### src/rtl/iq_stream_packer.sv
// ============================================================================
// iq_stream_packer
// ----------------------------------------------------------------------------
// Packs 12-bit I/Q sample pairs from the RF receive path into 32-bit words
// for the AXI stream-to-OCM bridge. All logic runs in the Sclk domain.
//
// Packing modes (latched when capture starts):
//   mode 0 : one pair per word  -> {sext16(Q), sext16(I)}
//   mode 1 : two pairs per word -> {Q1[11:4], I1[11:4], Q0[11:4], I0[11:4]}
//
// Ports:
//   Sclk       in   sample clock, rising edge
//   rst        in   asynchronous reset, active low
//   enable     in   capture enable (level)
//   mode       in   packing mode, sampled on capture start only
//   rx_valid   in   rx_i / rx_q carry a new sample this cycle
//   rx_i       in   12-bit I sample, two's complement
//   rx_q       in   12-bit Q sample, two's complement
//   Sdata      out  packed word, held until the next Sen
//   Sen        out  one-cycle strobe per completed word
//   sync       out  one-cycle marker on the first word of each frame
//   word_cnt   out  words emitted since the last capture start
//   frame_cnt  out  frames started since the last capture start
//   active     out  capture state machine is in RUN
// ============================================================================
module iq_stream_packer #(
    parameter int FRAME_WORDS = 16384,
    parameter int CNT_W       = 32
) (
    input  logic             Sclk,
    input  logic             rst,
    input  logic             enable,
    input  logic             mode,
    input  logic             rx_valid,
    input  logic [11:0]      rx_i,
    input  logic [11:0]      rx_q,
    output logic [31:0]      Sdata,
    output logic             Sen,
    output logic             sync,
    output logic [CNT_W-1:0] word_cnt,
    output logic [CNT_W-1:0] frame_cnt,
    output logic             active
);

    // FRAME_WORDS is a power of two, so the index simply overflows to 0
    // at the end of each frame.
    localparam int IDX_W = (FRAME_WORDS > 1) ? $clog2(FRAME_WORDS) : 1;

    typedef enum logic {
        IDLE = 1'b0,
        RUN  = 1'b1
    } state_t;

    state_t             state_q, state_d;
    logic               mode_q, mode_d;
    logic               half_q, half_d;
    logic [15:0]        hold_q, hold_d;
    logic [IDX_W-1:0]   idx_q, idx_d;
    logic [31:0]        sdata_q, sdata_d;
    logic               sen_q, sen_d;
    logic               sync_q, sync_d;
    logic [CNT_W-1:0]   word_cnt_q, word_cnt_d;
    logic [CNT_W-1:0]   frame_cnt_q, frame_cnt_d;

    logic               emit;
    logic [31:0]        word_v;

    // State and datapath registers. Reset drops any half-built word and
    // returns everything to an all-zero, idle condition.
    always_ff @(posedge Sclk or negedge rst) begin
        if (!rst) begin
            state_q     <= IDLE;
            mode_q      <= 1'b0;
            half_q      <= 1'b0;
            hold_q      <= '0;
            idx_q       <= '0;
            sdata_q     <= '0;
            sen_q       <= 1'b0;
            sync_q      <= 1'b0;
            word_cnt_q  <= '0;
            frame_cnt_q <= '0;
        end else begin
            state_q     <= state_d;
            mode_q      <= mode_d;
            half_q      <= half_d;
            hold_q      <= hold_d;
            idx_q       <= idx_d;
            sdata_q     <= sdata_d;
            sen_q       <= sen_d;
            sync_q      <= sync_d;
            word_cnt_q  <= word_cnt_d;
            frame_cnt_q <= frame_cnt_d;
        end
    end

    // Next-state logic. A word is only emitted while enable stays high;
    // when enable falls, the cycle's sample (and any held half word) is
    // thrown away so that a stopped capture never produces a partial frame.
    always_comb begin
        state_d     = state_q;
        mode_d      = mode_q;
        half_d      = half_q;
        hold_d      = hold_q;
        idx_d       = idx_q;
        sdata_d     = sdata_q;
        sen_d       = 1'b0;
        sync_d      = 1'b0;
        word_cnt_d  = word_cnt_q;
        frame_cnt_d = frame_cnt_q;
        emit        = 1'b0;
        word_v      = '0;

        case (state_q)
            IDLE: begin
                // Samples arriving on the start cycle are ignored on purpose:
                // capture begins with the next valid sample.
                if (enable) begin
                    state_d     = RUN;
                    mode_d      = mode;
                    half_d      = 1'b0;
                    hold_d      = '0;
                    idx_d       = '0;
                    word_cnt_d  = '0;
                    frame_cnt_d = '0;
                end
            end

            RUN: begin
                if (!enable) begin
                    state_d = IDLE;
                    half_d  = 1'b0;
                    hold_d  = '0;
                end else if (rx_valid) begin
                    if (!mode_q) begin
                        emit   = 1'b1;
                        word_v = {{4{rx_q[11]}}, rx_q, {4{rx_i[11]}}, rx_i};
                    end else if (!half_q) begin
                        // Keep only the top byte of each component; the low
                        // nibble is truncated, never rounded.
                        hold_d = {rx_q[11:4], rx_i[11:4]};
                        half_d = 1'b1;
                    end else begin
                        emit   = 1'b1;
                        word_v = {rx_q[11:4], rx_i[11:4], hold_q};
                        half_d = 1'b0;
                    end
                end
            end

            default: begin
                state_d = IDLE;
            end
        endcase

        // Every emitted word advances the frame index; index 0 opens a frame.
        if (emit) begin
            sdata_d    = word_v;
            sen_d      = 1'b1;
            sync_d     = (idx_q == '0);
            idx_d      = idx_q + 1'b1;
            word_cnt_d = word_cnt_q + 1'b1;
            if (idx_q == '0) begin
                frame_cnt_d = frame_cnt_q + 1'b1;
            end
        end
    end

    assign Sdata     = sdata_q;
    assign Sen       = sen_q;
    assign sync      = sync_q;
    assign word_cnt  = word_cnt_q;
    assign frame_cnt = frame_cnt_q;
    assign active    = (state_q == RUN);

endmodule

### config.mk
export PLATFORM = sky130hd
export DESIGN_NAME = iq_stream_packer
export DESIGN_NICKNAME = d
export VERILOG_FILES = /design/src/rtl/iq_stream_packer.sv
export SDC_FILE = /design/constraint.sdc
export NUM_CORES = 1
export LEC_CHECK = 0
export CORE_ASPECT_RATIO = 1.25
export CORE_UTILIZATION = 47
export DETAILED_ROUTE_END_ITERATION = 10
export HOLD_SLACK_MARGIN = 0.02
export PLACE_DENSITY = 0.77
export SLEW_MARGIN = 20
export SYNTH_ARGS = -nofsm -noshare
export SYNTH_HDL_FRONTEND = slang
export SYNTH_SLANG_ARGS = --single-unit
export TNS_END_PERCENT = 100
### constraint.sdc
create_clock -name Sclk -period 2.3 [get_ports Sclk]
set_clock_uncertainty 0.15 [all_clocks]
set_input_delay 0.345 -clock Sclk [delete_from_list [all_inputs] [get_ports Sclk]]
set_output_delay 0.345 -clock Sclk [all_outputs]
set_load 0.02 [all_outputs]
==> Word-level counts from Yosys, hierarchy flattened <==
Cells that the tools add are included.
{ "word_totals": {"regBits": 131, "input_bits": 29, "word_cells": 60} }
{ "op_classes": {"mux": 35, "add_sub_neg": 3, "eq_ne": 5, "n_reduce_logical": 6, "bitwise": 1} }
{ "ops": {"columns": ["operator", "n"], "rows": [
  ["32-bit 2-to-1 mux", 12],
  ["16-bit 2-to-1 mux", 5],
  ["32-bit by 1-bit adder with 32-bit output, second input constant", 2],
  ["14-bit 2-to-1 mux", 3],
  ["16-bit one-hot mux with 2 select lines", 1],
  ["14-bit by 1-bit adder with 14-bit output, second input constant", 1],
  ["14-bit logical NOT", 1],
  ["1-bit 2-to-1 mux", 13],
  ["3-bit inequality test, second input constant", 2],
  ["2-bit AND reduction", 2],
  ["4-bit AND reduction", 1],
  ["3-bit by 2-bit inequality test with 1-bit output, second input constant", 1],
  ["3-bit AND reduction", 1],
  ["2-bit by 1-bit inequality test with 1-bit output, second input constant", 1],
  ["2-bit inequality test, second input constant", 1],
  ["1-bit one-hot mux with 2 select lines", 1],
  ["2-bit nonzero test", 1],
  ["1-bit inverter", 1]
]} }

==> Logic depth before layout (Yosys ltp) <==
Gate-level depths: netlist of run 1.
{ "logic_depth": {"depth_word": 7, "depth_mapped": 8} }

==> Worst setup path after synthesis of run 1 <==
OpenSTA, ideal clock, no wires.
{ "synth_path": {"kind": "register to register", "start": "reg idx_q[0]", "end": "reg frame_cnt_q[21], in the netlist frame_cnt[21]", "period_less_slack_ps": 2247, "n_path_buf": 1, "t_required_ps": 2072, "setup_ps": 78, "path_stages_with_launch": 9, "slack_ps": 53, "arrival_time_ps": 2019, "path_cell_list": "dfrtp_1 inv_1 ha_1 nor4b_2 nand4_1 or4_1 buf_2 or3_1 a21oi_1"} }
{ "synth_between": {"elab_chain_len": 3} }
{ "synth_lines": {"columns": ["element", "line_no", "source"], "rows": [
  ["start: declaration", "58", "logic [IDX_W-1:0] idx_q, idx_d;"],
  ["start signal: assignment", "87", "idx_q <= idx_d;"],
  ["14-bit logical NOT", "162", "if (idx_q == '0) begin"],
  ["32-bit 2-to-1 mux", "162", null],
  ["32-bit 2-to-1 mux", "156", "if (emit) begin"],
  ["net frame_cnt_d[21]", "63", "logic [CNT_W-1:0] frame_cnt_q, frame_cnt_d;"],
  ["end signal: assignment", "92", "frame_cnt_q <= frame_cnt_d;"],
  ["end: declaration", "63", null]
]} }
The timed path passes the listed nets, and every way through them passes these cells.
A chain may end at the register's enable or synchronous reset.

==> Worst setup path in the final report of run 1 <==
{ "layout_path": {"start": "reg idx_q[0]", "end": "reg frame_cnt_q[15], in the netlist frame_cnt[15]"} }
The elaborated chain is that of the path after synthesis.

==> flow_metrics.env, run 1 <==
export IMPL_htreeDepth=4
export IMPL_p_clk_frac=0.415
export IMPL_ys_warn_count=0
export IMPL_syn_avg_cell_area_um2=9.93
export IMPL_synth_top_family_by_area="simple AND/OR/NAND/NOR gates"
export IMPL_grt_overflow=0
export IMPL_core_area_mm2=0.0128
export IMPL_grt_use_total=0.247
export IMPL_root_buffer="clkbuf_16"
export IMPL_clk_pin_slew_ps=60
export IMPL_cts_made_buffers=17
export IMPL_post_route_min_period_ps=2340
export IMPL_slew_headroom=0.436
export IMPL_setup_viol=2
export IMPL_fp_dieH_um=130
export IMPL_synth_seq_area_share=0.530
export IMPL_r2r_setup_slack_ps=-40
export IMPL_r2r_end="frame_cnt[15]"
export IMPL_critical_path_class="reg2reg"
export IMPL_arrival_ps=2540
export IMPL_p_int_mw=4.80
export IMPL_p_sw_frac=0.283
export IMPL_synthAdderAreaFrac=0.00809
export IMPL_maxSlewViolCount=0
export IMPL_p_seq_frac=0.395
export IMPL_firstDrtPassIters=5
export IMPL_critPathRequiredTime_ps=2500
export IMPL_synth_area_mm2=0.00619
export IMPL_worst_slack_ps=-44.6
export IMPL_synth_top_area_cell="dfrtp_1"
export IMPL_cts_tree="done"
export IMPL_initial_core_util=0.484
export IMPL_worst_path_max_fanout=7
export IMPL_wire_per_inst_um=16.8
export IMPL_power_mw=6.69
export IMPL_drtIter0Drc=409
export IMPL_grt_setup_unrepaired="true"
export IMPL_power_density_mw_per_mm2=769
export IMPL_synth_edff_count=0
export IMPL_fmax_ghz=0.427
export IMPL_synth_top_area_share=0.530
export IMPL_synth_compound_area_frac=0.129
export IMPL_vdd_drop_max_uv=498
export IMPL_hpwlAfterDp_mm=11.0
export IMPL_antenna_found_initial=0
export IMPL_layout_cells_non_filler=967
export IMPL_portBuffers=127
export IMPL_cts_path_max_buffers=2
export IMPL_worst_pin_slew_ps=846
export IMPL_hold_path_cell_count=2
export IMPL_die_area_mm2=0.0136
export IMPL_grt_pass1_vias=5462
export IMPL_finalCritPeriodShare=1.02
export IMPL_cts_sinks=131
export IMPL_ant_nets=0
export IMPL_leakage_nw=3.96
export IMPL_synthCells=623
export IMPL_min_to="Sdata[31]"
export IMPL_endpoint_kind="register"
export IMPL_viasPerCell=5.76
export IMPL_ys_ff_latch=131
export IMPL_die_w_um=105
export IMPL_drc=0
export IMPL_hold_path_class="reg2reg"
export IMPL_syn_num_nets=656
export IMPL_finalHoldViolCount=0
export IMPL_worst_setup_path_start_kind="register"
export IMPL_min_from="Sdata[31]"
export IMPL_yosys_area_share_xor_xnor=0.0127
export IMPL_rr_startpoint="idx_q[0]"
export IMPL_synthDistinctLibCells=47
export IMPL_gp_congestion=0.807
export IMPL_dp_cells=933
export IMPL_postSynth_asyncResetShare=1.00
export IMPL_tns_ps=-54.5
export IMPL_diodes=0
export IMPL_violations="negative setup slack"
export IMPL_switchingPower_mw=1.89
export IMPL_outcome="finished with violations"
export IMPL_netlist_top_cells_area="dfrtp_1, mux2i_1, nand2_1"
export IMPL_reg2regPathDepth=7
export IMPL_fin_nets=819
export IMPL_synthFlopType="dfrtp_1"
export IMPL_maxCapViolCount=0
export IMPL_grt_max_degree=69
export IMPL_num_rows=46
export IMPL_area_growth_pct=40.6
export IMPL_io_pins=128
export IMPL_routed_wl_mm=16.3
export IMPL_post_route_cells_drive_above_1_share=0.146
export IMPL_vias=5568
export IMPL_power_frac_comb=0.189
export IMPL_synthSimpleGateAreaFrac=0.232
export IMPL_yosys_mux_area_fraction=0.0615
export IMPL_grt_pass1_wl_mm=26.7
export IMPL_insertion_delay_ps=420
state kept, by name (all words and copies together) (netlist names):
register,cells
frame_cnt,32
word_cnt,32
idx_q,14
Sen,1
mode_q,1
half_q,1
sync,1
active,1
Sdata,32
hold_q,16
power by group through the flow:
stage | Sequential, mW | Clock [mW] | Combinational [mW]
final | 2.65 | 2.78 | 1.27
after global placement | 2.68 | 0 | 1.21
after floorplan | 2.88 | 0 | 0.367
after global routing | 2.67 | 2.92 | 1.38
after detailed placement | 2.68 | 0 | 1.23
after CTS | 2.64 | 2.81 | 1.25
per-layer routing:
metal	track usage	wire length, µm
met5	0	0
met4	0.0886	266
met3	0.0654	957
met2	0.427	8330
met1	0.299	6710
how the worst max path moves through the flow:
| stage | start | to | slack [ps] | cells after the start |
|---|---|---|---|---|
| 2_1_floorplan | idx_q[0] | frame_cnt[21] | 50 | 8 |
| 5_1_grt | idx_q[0] | frame_cnt[15] | -160 | 7 |
| 3_5_place_dp | enable | frame_cnt[21] | -270 | 6 |
| 3_3_place_gp | enable | word_cnt[29] | -220 | 6 |
| 6_report | idx_q[0] | frame_cnt[15] | -40 | 7 |
| 4_1_cts | idx_q[1] | frame_cnt[21] | 2 | 7 |
cell usage in the layout, fill, tap and decap left out, types with 4 or more instances in the layout:
master and instances:
clkbuf_16 17, a21oi_2 4, and2_1 6, a221oi_1 22, and3_1 16, a31oi_1 4
inv_6 4, nand2_1 93, buf_4 45, nor4_2 4, a21oi_1 14, nand2b_1 4
o211ai_1 5, dfrtp_1 131, xnor2_1 7, nor3_1 7, buf_12 6, nor2b_1 5
clkdlybuf4s50_1 126, mux2i_1 38, inv_1 6, o21ai_0 24, a22o_1 17, nand4_1 17
and4_1 6, o31ai_1 7, a21o_1 5, nor2_1 65, nand3_1 33, nor4_1 5
critical path: stages, from the launching register on:
cell and delay (ps):
dfrtp_1 390, inv_2 80, ha_4 120, nor4b_4 180, nand4_1 200, or4_4 620, or3_4 410, a21oi_2 110
metrics by stage:
stage	setup WS [ps]	cell area (µm²)	utilization	hold WS, ps
after CTS	2.43	8630	0.675	335
after detailed placement	-268	7980	0.625	252
final	-44.6	8700	0.681	334
after floorplan	52.8	6190	-	-101
after global routing	-158	8700	0.681	346
after global placement	-220	7980	0.625	254
final cells by class:
| class | instances | area [µm²] |
|---|---|---|
| Clock inverter | 15 | 180 |
| Tap cell | 168 | 210 |
| Timing Repair Buffer | 178 | 1730 |
| Inverter | 9 | 33.8 |
| Multi-Input combinational cell | 449 | 2850 |
| Sequential cell | 131 | 3280 |
| Fill cell | 981 | 4080 |
| Clock buffer | 17 | 425 |
cell usage after synthesis (3+ instances only):
cell	instances
nor2b_1	5
and3_1	16
a22o_1	17
nor3_1	7
a21o_1	5
buf_2	3
and4_1	6
inv_1	8
nand2_1	93
a21oi_1	18
mux2i_1	38
o211ai_1	5
or3_1	6
a221oi_1	22
a31oi_1	4
nand3_1	33
clkbuf_1	29
ha_1	4
o21ai_0	26
xnor2_1	7
nor4_1	8
or4_1	3
or2_2	3
nand4_1	17
nor2_1	65
and2_1	6
dfrtp_1	131
o31ai_1	7
nand2b_1	5
cells by family (layout without fill, tap and decap cells):
family | Yosys count | count (layout)
adder cells (fa/ha/maj) | 4 | 4
XOR/XNOR | 9 | 9
multiplexers | 38 | 38
flip-flops | 131 | 131
AO/OA/AOI/OAI | 114 | 114
AND/OR/NAND/NOR | 284 | 284
buffers and inverters | 43 | 219
what timing repair did:
item	4_1_cts	5_1_grt
hold endpoints to repair	131	0
endpoints found under the setup margin	4	26
hold buffers	1	0
buffers inserted	1	0
gates resized for setup	4	18
pin swaps	2	6
Note: power is estimated with default switching activity, not from simulation.
==> run 2, diff against run 1 <==
ABC_CLOCK_PERIOD_IN_PS = 3000   (was unset)
CORE_UTILIZATION = 55   (was 47)
PLACE_DENSITY = 0.85   (was 0.77)
SKIP_CTS_REPAIR_TIMING = 1   (was unset)
clock period = 3 ns   (was 2.3 ns; I/O delays follow)
==> run 2 against run 1 <==
Against the previous run: the run ends with negative hold slack left; flip-flop and latch count unchanged; sequential share of layout area up 2.2 points; critical endpoint is now frame_cnt[27]; combinational power down 29%; routed wire length decreased by 3.3%; largest power group unchanged.
==> flow_metrics.env, run 2 (same netlist as run 1, synthesis figures left out) <==
export IMPL_critPathRequiredTime_ps=3170
export IMPL_viasPerCell=6.12
export IMPL_core_area_mm2=0.0108
export IMPL_crit_start="idx_q[0]"
export IMPL_initial_core_util=0.574
export IMPL_area_growth_pct=33.0
export IMPL_diodes=0
export IMPL_layout_cells_non_filler=896
export IMPL_crit_chain="inv_1 -> ha_1 -> nor4b_2 -> nand4_1 -> buf_4 -> or3_1 -> nor4_1 -> mux2i_1"
export IMPL_num_fill_cells=711
export IMPL_whs_ps=-27.7
export IMPL_post_route_min_period_ps=2590
export IMPL_hpwlAfterDp_mm=10.8
export IMPL_clk_pin_slew_ps=60
export IMPL_worst_pin_slew_ps=923
export IMPL_drtIter0Drc=356
export IMPL_reg2regPathDepth=8
export IMPL_portBuffers=127
export IMPL_worst_path_max_fanout=9
export IMPL_root_buffer="clkbuf_16"
export IMPL_critical_path_class="reg2reg"
export IMPL_fin_nets=784
export IMPL_setup_viol=0
export IMPL_finalHoldViolCount=28
export IMPL_post_route_util=0.764
export IMPL_layout_commonest_cell="dfrtp_1"
export IMPL_die_area_mm2=0.0117
export IMPL_num_rows=42
export IMPL_cts_made_buffers=17
export IMPL_fp_dieH_um=121
export IMPL_r2r_end="frame_cnt[27]"
export IMPL_grt_pass1_wl_mm=26.7
export IMPL_hold_path_class="in2async"
export IMPL_maxSlewViolCount=0
export IMPL_firstDrtPassIters=6
export IMPL_violations="negative hold slack"
export IMPL_critPathBufInv=2
export IMPL_tns_ps=0
export IMPL_fmax_ghz=0.386
export IMPL_slew_headroom=0.385
export IMPL_wire_per_inst_um=17.6
export IMPL_multi_input_area_mm2=0.00275
export IMPL_grt_use_total=0.285
export IMPL_crit_end="frame_cnt[27]"
export IMPL_crit_path_top_delay_cell="dfrtp_1"
export IMPL_outcome="finished with violations"
export IMPL_layout_common_cells="dfrtp_1, clkdlybuf4s50_1, nand2_1"
export IMPL_cts_path_max_buffers=2
export IMPL_routed_wl_mm=15.7
export IMPL_regArea_mm2=0.00328
export IMPL_critPathTopFamily="simple AND/OR/NAND/NOR gates"
export IMPL_finalCritPeriodShare=0.862
export IMPL_grt_max_degree=62
export IMPL_grt_pass1_vias=5594
export IMPL_maxCapViolCount=0
export IMPL_cts_sinks=131
export IMPL_die_w_um=96.9
export IMPL_ant_nets=0
export IMPL_dp_cells=864
export IMPL_placed_cell_area_mm2=0.00763
export IMPL_grt_setup_unrepaired="false"
export IMPL_htreeDepth=4
export IMPL_cts_tree="done"
export IMPL_endpoint_kind="register"
export IMPL_leakage_nw=3.72
export IMPL_final_cell_area_mm2=0.00823
export IMPL_post_route_cells_drive_above_1_share=0.0877
export IMPL_arrival_ps=2760
export IMPL_crit_cells=8
export IMPL_cpPeakStageDelay_ps=420
export IMPL_grt_overflow=0
export IMPL_power_density_mw_per_mm2=608
export IMPL_r2r_setup_slack_ps=410
export IMPL_gp_congestion=0.794
export IMPL_antenna_found_initial=0
export IMPL_vdd_drop_max_uv=471
export IMPL_insertion_delay_ps=410
export IMPL_vias=5482
export IMPL_drc=0
export IMPL_rr_startpoint="idx_q[0]"
export IMPL_io_pins=128
export IMPL_worst_setup_path_start_kind="register"
[run 2: cell count changes in the layout (fill, tap and decap cells not counted), moves of 3 or more]
cell	before	now
clkbuf_8	0	3
o21ai_1	3	0
nor4_1	5	8
a21oi_2	4	0
a21oi_1	14	18
buf_12	6	1
or3_4	3	0
buf_4	45	16
or3_1	3	6
inv_6	4	0
[run 2: power by group]
group          switching [mW]  leakage [nW]  internal (mW)
sequential              0.121          1.75           1.92
combinational           0.503          1.68          0.396
clock                   0.775         0.284           1.29
total                    1.40          3.72           3.60
[run 2: through the flow]
step,setup WS [ps],power [mW]
3_5_place_dp,248,2.96
3_3_place_gp,314,2.94
4_1_cts,418,5.03
2_1_floorplan,753,2.49
5_1_grt,262,5.21
6_report,413,5.00
[run 2: worst min path at each step]
stage | slack, ps | depth (start not counted) | from | end
finish | -30 | 1 | rst | word_cnt[25]
floorplan | 4 | 0 | rst | Sdata[0]
global route | 30 | 1 | rst | word_cnt[25]
CTS | -0.03 | 1 | rst | word_cnt[25]
global placement | 310 | 2 | Sdata[31] | Sdata[31]
detailed placement | 320 | 2 | Sdata[12] | Sdata[12]
[run 2: final cells by class]
cell class,count,area share
clock inverter,12,0.0160
sequential,131,0.398
inverter,9,0.00411
multi-input combinational,449,0.334
tap,132,0.0201
clock buffer,20,0.0567
timing repair buffer,143,0.170
[run 2: worst register-to-register path: cells and delay by family (launching register included)]
family / cells / cell delay, ps
adder cells (fa/ha/maj): 1 / 140
AND/OR/NAND/NOR: 4 / 1200
multiplexers: 1 / 270
buffers and inverters: 2 / 320
flip-flops: 1 / 420
[run 2: metal layers]
layer | GRT usage | up-vias | share of wire
li1 | - | 2516 | -
met1 | 0.337 | 2713 | 0.40
met2 | 0.485 | 216 | 0.52
met3 | 0.0746 | 37 | 0.061
met4 | 0.132 | 0 | 0.023
met5 | 0 | - | 0
==> run 3, diff against run 2 <==
CELL_PAD_IN_SITES_DETAIL_PLACEMENT = 0   (was unset)
CELL_PAD_IN_SITES_GLOBAL_PLACEMENT = 1   (was unset)
CORE_UTILIZATION = 42   (was 55)
PLACE_DENSITY = 0.89   (was 0.85)
SLEW_MARGIN = unset   (was 20)
==> run 3 against run 2 <==
Against the previous run: the flow now finishes without violations; critical path depth decreased by 1; sequential share of layout area fell by 0.26 points; cell count grew 5.1%; global-route usage decreased by 6.9 points; worst hold slack better by 360 ps; power up 0.47%; highest routed layer unchanged.
==> flow_metrics.env, run 3 (same netlist as run 1, synthesis figures left out) <==
export IMPL_outcome="finished clean"
export IMPL_cts_made_buffers=17
export IMPL_arrival_ps=2700
export IMPL_wire_per_inst_um=16.7
export IMPL_drtIter0Drc=241
export IMPL_io_pins=128
export IMPL_fmax_ghz=0.396
export IMPL_maxCapViolCount=0
export IMPL_hold_path_cell_count=1
export IMPL_cts_path_max_buffers=2
export IMPL_worst_setup_path_start_kind="register"
export IMPL_vdd_drop_max_uv=345
export IMPL_reg2regPathDepth=7
export IMPL_die_area_mm2=0.0152
export IMPL_critical_path_class="reg2reg"
export IMPL_grt_max_degree=64
export IMPL_num_rows=49
export IMPL_root_buffer="clkbuf_16"
export IMPL_grt_pass1_vias=5187
export IMPL_fp_dieH_um=138
export IMPL_power_density_mw_per_mm2=607
export IMPL_portBuffers=127
export IMPL_grt_pass1_wl_mm=26.2
export IMPL_clk_pin_slew_ps=60
export IMPL_htreeDepth=4
export IMPL_die_w_um=111
export IMPL_antenna_found_initial=0
export IMPL_worst_path_max_fanout=8
export IMPL_post_route_util=0.575
export IMPL_grt_setup_unrepaired="false"
export IMPL_insertion_delay_ps=410
export IMPL_grt_use_total=0.215
export IMPL_cts_sinks=131
export IMPL_drc=0
export IMPL_setup_viol=0
export IMPL_hpwlAfterDp_mm=11.0
export IMPL_gp_congestion=0.776
export IMPL_routed_wl_mm=15.7
export IMPL_layout_commonest_cell="dfrtp_1"
export IMPL_hold_path_class="reg2reg"
export IMPL_endpoint_kind="register"
export IMPL_fin_nets=784
export IMPL_area_growth_pct=33.8
export IMPL_diodes=0
export IMPL_firstDrtPassIters=4
export IMPL_maxSlewViolCount=0
export IMPL_whs_ps=332
export IMPL_cts_tree="done"
export IMPL_leakage_nw=3.71
export IMPL_tns_ps=0
export IMPL_viasPerCell=5.59
export IMPL_layout_common_cells="dfrtp_1, clkdlybuf4s50_1, nand2_1"
export IMPL_worst_pin_slew_ps=1240
export IMPL_post_route_cells_drive_above_1_share=0.0851
export IMPL_vias=5267
export IMPL_slew_headroom=0.170
export IMPL_post_route_min_period_ps=2520
export IMPL_finalCritPeriodShare=0.841
export IMPL_ant_nets=0
export IMPL_critPathRequiredTime_ps=3180
export IMPL_finalHoldViolCount=0
export IMPL_core_area_mm2=0.0144
export IMPL_initial_core_util=0.430
export IMPL_grt_overflow=0
## run 3: cell types whose count changed in the layout (fill, tap and decap cells not counted), sizes merged
cell	change
dlygate4sd3	+1
inv	+8
buf	-1
clkinv	-4
clkbuf	-3
clkinvlp	-1
## run 3: layout make-up
cell class | instances | area (µm²)
Tap cell | 178 | 223
Clock buffer | 17 | 425
Fill cell | 1214 | 6130
Multi-Input combinational cell | 449 | 2750
Clock inverter | 15 | 170
Sequential cell | 131 | 3280
Inverter | 9 | 33.8
Timing Repair Buffer | 143 | 1400
## run 3: layer usage
layer	vias to the layer above	global-route usage	routed length, µm
met3	8	0.0475	713
met2	134	0.374	8090
met1	2604	0.263	6810
met5	-	0	0
li1	2521	-	-
met4	0	0.0837	119
## run 3: final timing paths
kind,end,start,slack (ps)
max in group asynchronous,word_cnt[22],rst,1470
min in group asynchronous,word_cnt[25],rst,460
hold reg to reg,word_cnt[31],word_cnt[31],330
setup / recovery,frame_cnt[21],idx_q[0],480
setup reg to reg,frame_cnt[21],idx_q[0],480
hold / removal,word_cnt[31],word_cnt[31],330
## run 3: metrics by stage
step / instance area, µm² / worst slack (ps) / power (mW) / cells
2_1_floorplan: 6190 / 753 / 2.49 / 623
3_3_place_gp: 7680 / 237 / 2.94 / 909
3_5_place_dp: 7680 / 214 / 2.97 / 909
4_1_cts: 8270 / 467 / 5.08 / 941
5_1_grt: 8280 / 308 / 5.25 / 942
6_report: 8280 / 476 / 5.03 / 942
## run 3: worst max-delay path: stages, from the launching register on
cell	delay, ps
dfrtp_1	420
inv_1	90
ha_1	160
nor4b_2	210
nand4_1	210
or4_1	660
or3_1	380
a21oi_1	160
## run 3: power by group
part	internal, mW	total [mW]	switching [mW]
registers	1.92	2.04	0.122
logic	0.398	0.898	0.500
clock network	1.25	2.09	0.840
